`src/rtl/key_debounce.sv`:
```
// key_debounce: four-channel push-button front end.
//
// Each active-low, asynchronous key pin goes through a two-flop synchronizer and
// a stable-time debounce counter. The result is a clean pressed level plus
// single-cycle press, release and long-press pulses. Every output is a flop.
//
// Ports:
//   sys_clk      system clock, all logic on its rising edge
//   sys_rst      synchronous active-high reset
//   key0..key3   raw key pins, active-low (0 = pressed), asynchronous
//   key_level    debounced state, bit i = 1 while key i is pressed
//   key_press    one-cycle pulse on a 0->1 edge of key_level[i]
//   key_release  one-cycle pulse on a 1->0 edge of key_level[i]
//   key_long     one-cycle pulse once per press after LONG+1 cycles held
//   key_valid    one-cycle pulse when any key_press bit is set
//   key_num      lowest set index of key_press, held between pulses
module key_debounce #(
   parameter logic [19:0] DEBOUNCE = 20'd999_999,
   parameter logic [24:0] LONG     = 25'd24_999_999
) (
   input  logic       sys_clk,
   input  logic       sys_rst,
   input  logic       key0,
   input  logic       key1,
   input  logic       key2,
   input  logic       key3,
   output logic [3:0] key_level,
   output logic [3:0] key_press,
   output logic [3:0] key_release,
   output logic [3:0] key_long,
   output logic       key_valid,
   output logic [1:0] key_num
);

   localparam int unsigned NumKeys = 4;

   logic [3:0]  key_raw;
   logic [3:0]  meta_q;
   logic [3:0]  sync_q;
   logic [3:0]  sync_pressed;

   logic [19:0] cnt_q  [NumKeys];
   logic [19:0] cnt_d  [NumKeys];
   logic [24:0] hold_q [NumKeys];
   logic [24:0] hold_d [NumKeys];
   logic [3:0]  done_q, done_d;

   logic [3:0]  level_q, level_d;
   logic [3:0]  press_q, press_d;
   logic [3:0]  release_q, release_d;
   logic [3:0]  long_q, long_d;
   logic        valid_q, valid_d;
   logic [1:0]  num_q, num_d;

   assign key_raw      = {key3, key2, key1, key0};
   // Second synchronizer stage inverted so 1 means pressed.
   assign sync_pressed = ~sync_q;

   // Synchronizer: reset to released so a key held through reset is seen as
   // a fresh press once reset lifts.
   always_ff @(posedge sys_clk) begin
      if (sys_rst) begin
         meta_q <= 4'hF;
         sync_q <= 4'hF;
      end else begin
         meta_q <= key_raw;
         sync_q <= meta_q;
      end
   end

   // Debounce and long-press next state, all channels independent.
   always_comb begin
      level_d   = level_q;
      press_d   = '0;
      release_d = '0;
      long_d    = '0;
      done_d    = done_q;
      for (int i = 0; i < NumKeys; i++) begin
         cnt_d[i]  = cnt_q[i];
         hold_d[i] = hold_q[i];

         // Any sample matching the current level restarts the stable count.
         if (sync_pressed[i] == level_q[i]) begin
            cnt_d[i] = '0;
         end else if (cnt_q[i] == DEBOUNCE) begin
            cnt_d[i]     = '0;
            level_d[i]   = sync_pressed[i];
            press_d[i]   = sync_pressed[i];
            release_d[i] = ~sync_pressed[i];
         end else begin
            cnt_d[i] = cnt_q[i] + 20'd1;
         end

         // Hold timer runs off the registered level; done blocks repeats
         // until the key is released.
         if (!level_q[i]) begin
            hold_d[i] = '0;
            done_d[i] = 1'b0;
         end else if (!done_q[i]) begin
            if (hold_q[i] == LONG) begin
               long_d[i] = 1'b1;
               done_d[i] = 1'b1;
            end else begin
               hold_d[i] = hold_q[i] + 25'd1;
            end
         end
      end
   end

   // Valid/index derived from the same press vector that is being registered.
   always_comb begin
      valid_d = |press_d;
      num_d   = num_q;
      if (press_d[0]) begin
         num_d = 2'd0;
      end else if (press_d[1]) begin
         num_d = 2'd1;
      end else if (press_d[2]) begin
         num_d = 2'd2;
      end else if (press_d[3]) begin
         num_d = 2'd3;
      end
   end

   always_ff @(posedge sys_clk) begin
      if (sys_rst) begin
         for (int i = 0; i < NumKeys; i++) begin
            cnt_q[i]  <= '0;
            hold_q[i] <= '0;
         end
         done_q    <= '0;
         level_q   <= '0;
         press_q   <= '0;
         release_q <= '0;
         long_q    <= '0;
         valid_q   <= 1'b0;
         num_q     <= 2'd0;
      end else begin
         for (int i = 0; i < NumKeys; i++) begin
            cnt_q[i]  <= cnt_d[i];
            hold_q[i] <= hold_d[i];
         end
         done_q    <= done_d;
         level_q   <= level_d;
         press_q   <= press_d;
         release_q <= release_d;
         long_q    <= long_d;
         valid_q   <= valid_d;
         num_q     <= num_d;
      end
   end

   assign key_level   = level_q;
   assign key_press   = press_q;
   assign key_release = release_q;
   assign key_long    = long_q;
   assign key_valid   = valid_q;
   assign key_num     = num_q;

endmodule

```
`config.mk`:
```
export PLATFORM = sky130hd
export DESIGN_NAME = key_debounce
export DESIGN_NICKNAME = d
export VERILOG_FILES = /design/src/rtl/key_debounce.sv
export SDC_FILE = /design/constraint.sdc
export NUM_CORES = 1
export LEC_CHECK = 0
export CAP_MARGIN = 15
export CORE_MARGIN = 4
export CORE_UTILIZATION = 53
export CTS_CLUSTER_SIZE = 24
export DETAILED_ROUTE_END_ITERATION = 6
export PLACE_DENSITY = 0.74
export SLEW_MARGIN = 5
export SYNTH_ARGS = -nofsm -noshare
export SYNTH_HDL_FRONTEND = slang
export SYNTH_SLANG_ARGS = --single-unit
```
`constraint.sdc`:
```
create_clock -name sys_clk -period 5.05 [get_ports sys_clk]
set_input_delay 1.515 -clock sys_clk [delete_from_list [all_inputs] [get_ports sys_clk]]
set_output_delay 1.515 -clock sys_clk [all_outputs]
set_load 0.03 [all_outputs]
```
==> flow_metrics.tcl <==
set metrics [dict create \
    finalNetCount 1086 \
    finalCritPeriodShare_pct 64.0 \
    firstDrtPassIters 4 \
    synth_xor_area_share_pct 12.8 \
    ir_worst_vdd_uv 277 \
    criticalPathCategory "reg2out" \
    status "finished clean" \
    crit_chain "clkdlybuf4s50_1" \
    synth.top_cells.by_area "dfxtp_1 46%, xor2_1 8.1%, nor2_1 7.2%, xnor2_1 4.7%, nand3_1 3.8%" \
    wirelength_microns 17100 \
    yosysMostFrequentCell "dfxtp_1" \
    worst-path-stages 1 \
    worst_pin_slew_ns 0.987 \
    critPathLaunch "key_level[1]" \
    wire_per_inst_microns 13.1 \
    die_h_microns 140 \
    period_needed_ns 3.23 \
    power.density_nw_per_um2 321 \
    slew_violations 0 \
    synth.yosys.seq_area_share_pct 46.0 \
    synth_mux_area_share_pct 0.109 \
    cts-root-buf "clkbuf_16" \
    initial_utilization_pct 54.8 \
    io_pins 25 \
    async_flop_share_pct 0 \
    grt_pass1_wl_microns 29900 \
    synth_area_per_cell_sq_um 8.74 \
    synth_cell_types 54 \
    cts_buffers 22 \
    synthTopCellsByCount "211 x dfxtp_1, 177 x nor2_1, 85 x xor2_1" \
    setup_violations 0 \
    clkTransAtPathRegs_ns 0.06 \
    cp.buffers_inverters 1 \
    grt_max_degree 30 \
    cts_buffer_depth 3 \
    first_global_vias 6685 \
    htreeDepth 1 \
    cts.sinks 211 \
    hold_class "reg2reg" \
    crit_family "buffers and inverters" \
    synthToLayoutAreaGrowth_pct 12.7 \
    clk_latency_ns 0.49 \
    tns_ns 0 \
    startpoint_type "flip-flop" \
    die_w_microns 140 \
    path_max_fanout 6 \
    finClkSkew_ns 0.00730 \
    min_path_cells 1 \
    dieArea_sq_um 19500 \
    drc 0 \
    p_leak_nw 3.23 \
    reg2reg_from "cnt_q[1][14]" \
    hold_violations 0 \
    rsz0062_at_grt "no" \
    hpwl_microns 11600 \
    crit_path_end_kind "output pin" \
    grtUsageTotal_pct 17.3 \
    synth_cells 1050 \
    cts_tree "yes" \
    routed_via_density 5.54 \
    placed_area_sq_um 9590 \
    core_area_sq_um 16800 \
    yosysWarnings 0 \
    drtAntennaViolNets 0 \
    crit_path_max_incr_delay_ns 0.76 \
    post_cts_buffers 0 \
    synthesis.area_sq_um 9180 \
    reg2reg_slack_ns 2.68 \
    hp-start "meta_q[0]" \
    drive_above_1_share_pct 5.16 \
    yosys.area.top_type_share_pct 46.0 \
    nFillCells 1487 \
    synth_top_family_by_area "simple AND/OR/NAND/NOR gates" \
    diodes 0 \
    cap_violations 0 \
    drt_iter0_drc 266 \
    ctsResizeCount 0 \
    max-slew-margin-rel_pct 34.2 \
    cpMaxStageDelayCell "clkdlybuf4s50_1" \
    synth_fa_ha_area_share_pct 1.09 \
    antenna_found_initial 0 \
    synth-simple-area-share_pct 31.1 \
    yosys.area.top_type "dfxtp_1" \
    ys.flop_type "dfxtp_1" \
    seq_area_sq_um 4220 \
    synth_compound_area_share_pct 6.62 \
    place_congestion 0.791 \
    fmax_ghz 0.310 \
    holdBufCountCts 0 \
    dr_total_vias 7231 \
    syn-num-nets 1064 \
    grt_remaining_overflow 0 \
    stdcell_area_sq_um 10300 \
    multi_input_area_sq_um 4740 \
    reg2reg_depth 5 \
    crit_required_ns 3.54 \
    synth-seq-cells 211 \
    rows 47 \
    synth_edf_count 0 \
    arrival_ns 1.72 \
    numPortBuffers 24 \
]
layout by cell type (no fill, tap or decap), types with 23 or more instances in the layout:
cell type        count
nand3_1             70
nand4_1             39
nor2_1             177
a21oi_1             35
xnor2_1             49
clkdlybuf4s50_1     24
dfxtp_1            211
clkbuf_16           23
xor2_1              85
and3_1              23
nand2_1             74
flip-flops by register name (all words and copies together), names as in the netlist:
signal / flops
hold_q: 100
cnt_q: 80
done_q: 4
key_level: 4
key_long: 4
key_press: 4
key_release: 4
meta_q: 4
sync_q: 4
key_num: 2
key_valid: 1
worst reg2reg max path, delay by kind of cell (launching register included):
family | cells | cell delay (ns)
flip-flops | 1 | 0.40
AND/OR/NAND/NOR | 5 | 1.82
logic make-up after synthesis:
family	count (synthesis)
mux	1
fa+ha+maj	8
flops	211
compound gates	97
buf+inv	50
xor+xnor	134
simple gates	549
per-layer routing:
| metal | up-vias | global-route usage [%] | part of all wire (%) |
|---|---|---|---|
| li1 | 3728 | - | - |
| met1 | 3400 | 23.6 | 49 |
| met2 | 74 | 28.2 | 45 |
| met3 | 29 | 3.33 | 3.7 |
| met4 | 0 | 4.90 | 2.4 |
| met5 | - | 0 | 0 |
report_power, final:
part           internal (W)  switching, W  total (W)
Sequential          0.00167    0.00000272    0.00167
Clock               0.00102      0.000615    0.00163
Combinational    0.00000804     0.0000110  0.0000191
Total               0.00270      0.000629    0.00332
per-stage QoR:
step	total power (W)	util (%)	setup slack, ns	instances	hold slack [ns]
floorplan	0.00172	-	2.46	1050	0.389
global placement	0.00173	57.2	1.54	1268	0.395
detailed placement	0.00173	57.2	1.51	1268	0.395
CTS	0.00338	61.7	1.78	1306	0.407
global route	0.00343	61.7	1.74	1306	0.419
finish	0.00332	61.7	1.82	1306	0.404
final cells by class:
class                      count  area share [%]
timing repair buffer          29            2.69
clock inverter                 5           0.762
clock buffer                  33            6.51
tap                          220            2.66
sequential                   211            40.8
multi-input combinational    789            45.9
inverter                      19           0.690
path summary, 6_finish.rpt:
| kind | to |
|---|---|
| min reg2reg | sync_q[0] |
| min | sync_q[0] |
| max reg2reg | cnt_q[1][19] |
| max | key_level[1] |
(Power assumes the default switching activity.)
